File: src/rtl/wb_write_arbiter_pkg.sv
// Shared types for the register-file writeback arbiter.
// Defines register-address and data types, the writeback request record,
// and a helper that turns a register address into a one-hot mask.
package wb_write_arbiter_pkg;

  typedef logic [4:0]  reg_addr_t;
  typedef logic [31:0] word_t;

  localparam int NUM_REGS = 32;

  typedef struct packed {
    reg_addr_t rd;
    word_t     data;
  } wb_req_t;

  function automatic logic [NUM_REGS-1:0] onehot_reg(input reg_addr_t r);
    onehot_reg = {{(NUM_REGS-1){1'b0}}, 1'b1} << r;
  endfunction

endpackage

File: src/rtl/wb_write_arbiter_fifo.sv
// In-order queue of load writebacks (wb_fifo).
// The read data is always the current head entry (show-ahead).
// A push while full and a pop while empty are both ignored.
module wb_write_arbiter_fifo
  import wb_write_arbiter_pkg::*;
#(
  parameter int DEPTH = 4,
  localparam int PW = $clog2(DEPTH),
  localparam int CW = $clog2(DEPTH + 1)
) (
  input  logic          clk,
  input  logic          rst,
  input  logic          push,
  input  wb_req_t       push_data,
  input  logic          pop,
  output wb_req_t       head,
  output logic          full,
  output logic          empty,
  output logic [CW-1:0] count
);

  wb_req_t       mem_q [DEPTH];
  wb_req_t       mem_d [DEPTH];
  logic [PW-1:0] wr_ptr_q, wr_ptr_d;
  logic [PW-1:0] rd_ptr_q, rd_ptr_d;
  logic [CW-1:0] count_q, count_d;
  logic          do_push, do_pop;

  assign full    = (count_q == CW'(DEPTH));
  assign empty   = (count_q == '0);
  assign count   = count_q;
  assign head    = mem_q[rd_ptr_q];
  assign do_push = push && !full;
  assign do_pop  = pop && !empty;

  // Next pointers, occupancy and storage contents.
  always_comb begin
    mem_d    = mem_q;
    wr_ptr_d = wr_ptr_q;
    rd_ptr_d = rd_ptr_q;
    count_d  = count_q + CW'(do_push) - CW'(do_pop);
    if (do_push) begin
      mem_d[wr_ptr_q] = push_data;
      wr_ptr_d        = wr_ptr_q + PW'(1);
    end
    if (do_pop) begin
      rd_ptr_d = rd_ptr_q + PW'(1);
    end
  end

  // Pointer and count registers; reset empties the queue.
  always_ff @(posedge clk) begin
    if (rst) begin
      wr_ptr_q <= '0;
      rd_ptr_q <= '0;
      count_q  <= '0;
    end else begin
      wr_ptr_q <= wr_ptr_d;
      rd_ptr_q <= rd_ptr_d;
      count_q  <= count_d;
    end
  end

  // Storage needs no reset: entries are only read once the count covers them.
  always_ff @(posedge clk) begin
    mem_q <= mem_d;
  end

endmodule

File: src/rtl/wb_write_arbiter.sv
// Register-file write-port arbiter.
// Merges the unstallable ALU writeback with load responses, queues loads that
// lose arbitration, and tracks destinations of outstanding loads.
// Optional feature: define WB_BYPASS_EN to add the write-port bypass taps.
module wb_write_arbiter
  import wb_write_arbiter_pkg::*;
#(
  parameter int LQ_DEPTH = 4
) (
  input  logic                          clk,
  input  logic                          rst,
  input  logic                          alu_valid,
  input  logic [4:0]                    alu_rd,
  input  logic [31:0]                   alu_data,
  input  logic                          ld_issue,
  input  logic [4:0]                    ld_issue_rd,
  input  logic                          ld_valid,
  output logic                          ld_ready,
  input  logic [4:0]                    ld_rd,
  input  logic [31:0]                   ld_data,
  output logic [4:0]                    rf_write_reg,
  output logic [31:0]                   rf_write_data,
  output logic                          rf_writeEnable,
  output logic [31:0]                   pending,
`ifdef WB_BYPASS_EN
  input  logic [4:0]                    byp_rs1,
  input  logic [4:0]                    byp_rs2,
  output logic                          byp_hit1,
  output logic                          byp_hit2,
  output logic [31:0]                   byp_data1,
  output logic [31:0]                   byp_data2,
`endif
  output logic [$clog2(LQ_DEPTH+1)-1:0] lq_count
);

  wb_req_t     lq_head;
  logic        lq_full, lq_empty, lq_push, lq_pop;
  logic        ld_acc;
  logic        win_valid, win_is_ld;
  wb_req_t     win_req;
  logic [31:0] pend_set, pend_clr;

  logic [4:0]  rf_write_reg_q, rf_write_reg_d;
  logic [31:0] rf_write_data_q, rf_write_data_d;
  logic        rf_we_q, rf_we_d;
  logic [31:0] pending_q, pending_d;

  // Readiness comes only from registered occupancy, so a full queue refuses
  // a push even in a cycle where it drains.
  assign ld_ready = !rst && !lq_full;
  assign ld_acc   = ld_valid && ld_ready;
  assign lq_pop   = !alu_valid && !lq_empty;
  assign lq_push  = ld_acc && !(lq_empty && !alu_valid);

  wb_write_arbiter_fifo #(.DEPTH(LQ_DEPTH)) u_lq (
    .clk       (clk),
    .rst       (rst),
    .push      (lq_push),
    .push_data ('{rd: ld_rd, data: ld_data}),
    .pop       (lq_pop),
    .head      (lq_head),
    .full      (lq_full),
    .empty     (lq_empty),
    .count     (lq_count)
  );

  // Pick this cycle's writer: ALU, then queue head, then a fresh load (fast path).
  always_comb begin
    win_valid = 1'b0;
    win_is_ld = 1'b0;
    win_req   = '0;
    if (alu_valid) begin
      win_valid = 1'b1;
      win_req   = '{rd: alu_rd, data: alu_data};
    end else if (!lq_empty) begin
      win_valid = 1'b1;
      win_is_ld = 1'b1;
      win_req   = lq_head;
    end else if (ld_acc) begin
      win_valid = 1'b1;
      win_is_ld = 1'b1;
      win_req   = '{rd: ld_rd, data: ld_data};
    end
  end

  // Next write-port value and pending bitmap; an issue beats a same-cycle clear.
  always_comb begin
    rf_write_reg_d  = rf_write_reg_q;
    rf_write_data_d = rf_write_data_q;
    rf_we_d         = win_valid && (win_req.rd != '0);
    if (win_valid) begin
      rf_write_reg_d  = win_req.rd;
      rf_write_data_d = win_req.data;
    end
    pend_clr  = (win_valid && win_is_ld) ? onehot_reg(win_req.rd) : '0;
    pend_set  = (ld_issue && ld_issue_rd != '0) ? onehot_reg(ld_issue_rd) : '0;
    pending_d = (pending_q & ~pend_clr) | pend_set;
  end

  // Write-port and pending registers.
  always_ff @(posedge clk) begin
    if (rst) begin
      rf_write_reg_q  <= '0;
      rf_write_data_q <= '0;
      rf_we_q         <= 1'b0;
      pending_q       <= '0;
    end else begin
      rf_write_reg_q  <= rf_write_reg_d;
      rf_write_data_q <= rf_write_data_d;
      rf_we_q         <= rf_we_d;
      pending_q       <= pending_d;
    end
  end

  assign rf_write_reg   = rf_write_reg_q;
  assign rf_write_data  = rf_write_data_q;
  assign rf_writeEnable = rf_we_q;
  assign pending        = pending_q;

`ifdef WB_BYPASS_EN
  assign byp_hit1  = rf_we_q && (rf_write_reg_q == byp_rs1) && (byp_rs1 != '0);
  assign byp_hit2  = rf_we_q && (rf_write_reg_q == byp_rs2) && (byp_rs2 != '0);
  assign byp_data1 = rf_write_data_q;
  assign byp_data2 = rf_write_data_q;
`endif

  // Upstream protocol checks; x0 loads are never tracked so they are exempt.
  a_issue_not_pending: assert property (@(posedge clk) disable iff (rst)
    !(ld_issue && pending_q[ld_issue_rd]));
  a_alu_not_pending: assert property (@(posedge clk) disable iff (rst)
    !(alu_valid && pending_q[alu_rd]));
  a_load_was_issued: assert property (@(posedge clk) disable iff (rst)
    !(ld_valid && ld_rd != '0 && !pending_q[ld_rd]));

endmodule

File: config.mk
export PLATFORM = sky130hd
export DESIGN_NAME = wb_write_arbiter
export DESIGN_NICKNAME = d
export VERILOG_FILES = /design/src/rtl/wb_write_arbiter_pkg.sv /design/src/rtl/wb_write_arbiter_fifo.sv /design/src/rtl/wb_write_arbiter.sv
export SDC_FILE = /design/constraint.sdc
export NUM_CORES = 1
export LEC_CHECK = 0
export CORE_MARGIN = 2
export CORE_UTILIZATION = 55
export CTS_BUF_LIST = sky130_fd_sc_hd__clkbuf_8
export DETAILED_ROUTE_END_ITERATION = 10
export GPL_ROUTABILITY_DRIVEN = 0
export HOLD_SLACK_MARGIN = 0.08
export PLACE_DENSITY = 0.9
export SYNTH_ARGS = -nofsm -noshare
export SYNTH_HDL_FRONTEND = slang
export SYNTH_SLANG_ARGS = --single-unit
File: constraint.sdc
create_clock -name clk -period 8.35 [get_ports clk]
set_input_delay 2.0875 -clock clk [delete_from_list [all_inputs] [get_ports clk]]
set_output_delay 2.0875 -clock clk [all_outputs]
set_load 0.01 [all_outputs]
# --- Word level (Yosys, flattened, before mapping) ---
# Cells that the tools add are included.
totals:
  output_inout_bits: 74
  ramBits: 0
  wordCells: 64
  input_bits: 84
  mem_count: 0
  latchBits: 0
  reg_bits: 225
  romBits: 0
classes:
  bitwise: 5
  shift: 2
  n_mul: 0
  div_mod_pow: 0
  reduce_logical: 19
  order_cmp: 3
  n_mux: 15
  eq_ne: 1
  addsub: 4
ops:
  columns: ["operator", "n"]
  rows:
  - ["37-bit two-way mux", 6]
  - ["148-bit bitwise mux", 1]
  - ["37-bit binary-select mux with 2-bit select", 1]
  - ["37-bit demux with 2-bit select", 1]
  - ["32-bit two-way mux", 2]
  - ["1-bit by 5-bit left shift with 32-bit output, first input constant", 2]
  - ["32-bit bitwise AND", 1]
  - ["32-bit NOT", 1]
  - ["32-bit OR", 1]
  - ["1-bit logical AND", 11]
  - ["5-bit nonzero test", 2]
  - ["3-bit greater-or-equal comparator, second input constant", 2]
  - ["2-bit NOT with 3-bit output", 2]
  - ["1-bit zero test", 5]
  - ["2-bit by 1-bit adder with 2-bit output, second input constant", 2]
  - ["1-bit two-way mux", 4]
  - ["3-bit by 1-bit adder with 3-bit output", 1]
  - ["3-bit equality test, second input constant", 1]
  - ["3-bit zero test", 1]
  - ["3-bit by 1-bit less-than comparator with 1-bit output, second input constant", 1]
  - ["3-bit by 1-bit subtractor with 3-bit output", 1]

# --- Logic depth before layout (Yosys ltp) ---
logic_depth:
  depth_word: 12
  mapped_depth: 10
  depth_no_buf: 9

# --- By module ---
# Synthesis repeated with hierarchy kept, for this count alone.
unflattened:
  cells_unflattened: 727
  hier_area_um2: 9481.6
by_module_without_submodules:
  columns: ["mod", "area_each_um2", "seq_area_each_um2", "instances", "cells_each"]
  rows:
  - ["wb_write_arbiter_fifo", 5753.0, 4584.4, 1, 240]
  - ["wb_write_arbiter", 3728.6, 1401.3, 1, 487]

# --- Least setup slack after synthesis ---
# No wires, ideal clock.
synth_path:
  kind: "in2out"
  start: "input rst"
  end: "output ld_ready"
  cell_stages: 3
  n_path_buf: 2
  t_arrival_ps: 2765
  slack_ps: 3497
  required_time_ps: 6262
  path_cell_list: "clkbuf_1 buf_1 a31oi_1"
synth_via:
  elab_chain_len: 2
synth_lines:
  columns: ["element", "line", "source"]
  rows:
  - ["from (decl)", "wb_write_arbiter.sv:11", "input logic rst,"]
  - ["1-bit zero test", "wb_write_arbiter.sv:50", "assign ld_ready = !rst && !lq_full;"]
  - ["1-bit logical AND", "wb_write_arbiter.sv:50", null]
  - ["to (decl)", "wb_write_arbiter.sv:18", "output logic ld_ready,"]
# No other way between the ends.

# --- Final worst setup path ---
# Same ends and word-level chain as after synthesis.

==> impl_metrics.tcl <==
set metrics [dict create \
    finalMaxSlewViolations 0 \
    end_kind "output pin" \
    cts_max_level 2 \
    wl_per_cell_microns 20.5 \
    worst-r2r-cell-count 5 \
    die_x_microns 134 \
    ys_seq_area_frac 0.649 \
    cts_buffers 36 \
    top_register "u_lq.mem_q" \
    ys_warn_count 0 \
    die_area_sq_um 17800 \
    cts_root_buf "clkbuf_8" \
    drt-total-wl_mm 22.0 \
    rows 47 \
    grt.total_usage 0.247 \
    hold_path.startpoint "rf_write_data[26]" \
    hold_class "reg -> reg" \
    synth-edff-count 148 \
    detail-route-antenna-nets 0 \
    vias_per_cell 6.09 \
    synth.top_cells.by_area "edfxtp_1 48%, dfxtp_1 17%, mux4_2 9.5%" \
    post-dp-hpwl_mm 13.6 \
    io_buffer_count 157 \
    yosysMostFrequentCell "edfxtp_1" \
    p_leak_nw 3.84 \
    grt_busiest_layer "met2" \
    drc 0 \
    clk_latency_ns 0.53 \
    r2r-start "u_lq.rd_ptr_q[0]" \
    die_h_microns 134 \
    yosysTopAreaCellShare 0.482 \
    start_kind "primary input" \
    cts_max_path_buffers 3 \
    syn_nets 763 \
    grt_pass1_wl_mm 34.2 \
    cts_sinks 225 \
    crit_slowest_cell "clkdlybuf4s50_1" \
    setup_tns_ns 0 \
    setup-violations-final 0 \
    worstHoldPathCells 2 \
    cp_num_buf_inv 2 \
    layout.nets 917 \
    arrival_ns 2.88 \
    worst_ep_required_time_ns 6.26 \
    worst-slew-pin-transition_ns 1.13 \
    ios 158 \
    largest_reg_flops 148 \
    rsz0062_at_grt "no" \
    path_clk_slew_ns 0.06 \
    syn_area_per_cell_sq_um 13.7 \
    worstPathMaxFanout 3 \
    critPathMaxStageDelay_ns 0.55 \
    outcome "finished, final reports clean" \
    ir_drop_v 0.000152 \
    cts-resized-gates 0 \
    ctsHoldBuffers 0 \
    via_count 6545 \
    use_met2 0.397 \
    areaGrowthSynthToFinish_pct 26.3 \
    drive_gt1_frac 0.132 \
    place_ws_ns 3.38 \
    whs_endpoint "rf_write_data[26]" \
    cts_tree "yes" \
    slew_headroom 0.249 \
    cp.depth 3 \
    drtIter0Drc 744 \
    coreArea_sq_um 16500 \
    timing.rr.end "pending[0]" \
    grt_pass1_vias 6359 \
    clock_skew_ns 0.0214 \
    antenna_found_initial 1 \
    grt-ovfl-total 0 \
    critical-path-top-delay-family "buffers and inverters" \
    max_freq_mhz 201 \
    ys_ff_latch 225 \
    synthFlopType "edfxtp_1" \
    ys_types 53 \
    post-cts-setup-buffers 0 \
    fin_crit_ns 4.97 \
    synthArstFlopShare 0 \
    setup_ws_ns 3.38 \
    crit_chain "buf_2 > a31oi_1 > clkdlybuf4s50_1" \
    cap_violations 0 \
    first_pass_iters 5 \
    reg2reg_slack_ns 5.60 \
    hold_viol_final 0 \
    grt_max_degree 50 \
    yosys.area.top_type "edfxtp_1" \
    synthCells 672 \
    grtUsageMet1 0.329 \
    grt_util_met3 0.0651 \
    finalCritPeriodShare 0.595 \
    syn_area_sq_um 9230 \
    initial_core_util 0.560 \
    synthTopCellsByCount "148 x edfxtp_1, 77 x dfxtp_1, 71 x nand2_1, 60 x a21oi_1, 39 x mux4_2" \
    worstSetupPathType "in -> out" \
    power_density_nw_per_um2 273 \
]
per-layer routing:
metal  part of all wire  wire (microns)  up-vias
li1                   -               -     2958
met1               0.40            8910     3155
met2               0.48           10500      378
met3              0.094            2070       52
met4              0.024             530        2
met5            0.00059              13        -
cell families after synthesis:
group | synth area share
flip-flops | 0.649
buffers and inverters | 0.0290
XOR/XNOR | 0.00475
AO/OA/AOI/OAI | 0.127
AND/OR/NAND/NOR | 0.0829
multiplexers | 0.0974
adder cells (fa/ha/maj) | 0.0103
area by class of cell:
class	instances	area [sq um]
Antenna cell	1	2.50
Clock buffer	46	633
Clock inverter	19	108
Fill cell	1091	4810
Inverter	11	41.3
Multi-Input combinational cell	388	2990
Sequential cell	225	5990
Tap cell	220	275
Timing Repair Buffer	164	1620
worst register-to-register path: cells and delay by family, from the launching register on:
family          cells  cell delay [ns]
mux                 2             1.03
flops               1             0.93
simple gates        1             0.30
compound gates      2             0.37
where the power goes:
group / leakage [nW] / internal (mW) / total (mW) / switching (mW)
combinational: 1.44 / 0.400 / 0.839 / 0.440
sequential: 1.97 / 1.28 / 1.39 / 0.113
clock: 0.424 / 0.526 / 0.951 / 0.425
total: 3.84 / 2.20 / 3.18 / 0.977
metrics by stage:
| step | hold WS [ns] | total power, mW | utilization | cell area (sq um) | std cells |
|---|---|---|---|---|---|
| final | 0.450 | 3.18 | 0.708 | 11700 | 1074 |
| after floorplan | 0.475 | 1.94 | - | 9230 | 672 |
| after global routing | 0.472 | 3.31 | 0.708 | 11700 | 1073 |
| after detailed placement | 0.446 | 2.24 | 0.663 | 10900 | 1008 |
| after global placement | 0.442 | 2.21 | 0.663 | 10900 | 1008 |
| after CTS | 0.454 | 3.19 | 0.708 | 11700 | 1073 |
cells in the final DEF, fill, tap and decap left out, drive strengths merged, types with 2 or more instances in the layout:
master         synthesis  routed
inv                   10      23
dfxtp                 77      77
and2                   4       4
a21oi                 60      60
mux4                  39      39
nand2                 72      72
a211oi                 7       7
clkdlybuf4s50          0     156
or3                    2       2
nand2b                 4       4
clkinvlp               0       2
o311ai                17      17
o22ai                 17      17
nor3b                  4       4
mux2i                  2       2
ha                     6       6
clkbuf                27      46
nand3b                 2       2
nand4                  3       3
clkinv                 1       4
a31oi                  2       2
o21ai                 25      25
nand3                 29      29
a32oi                  5       5
o211ai                16      16
a32o                   2       2
nor2b                 12      12
nor2                  17      17
xnor2                  4       4
o221ai                17      17
nor3                   5       5
buf                   21       8
edfxtp               148     148
worst max path at each step:
stage	startpoint	end	slack, ns
global placement	rst	ld_ready	3.38
detailed placement	rst	ld_ready	3.38
finish	rst	ld_ready	3.38
floorplan	rst	ld_ready	3.50
CTS	rst	ld_ready	3.38
global route	rst	ld_ready	3.33
(Power assumes the default switching activity.)
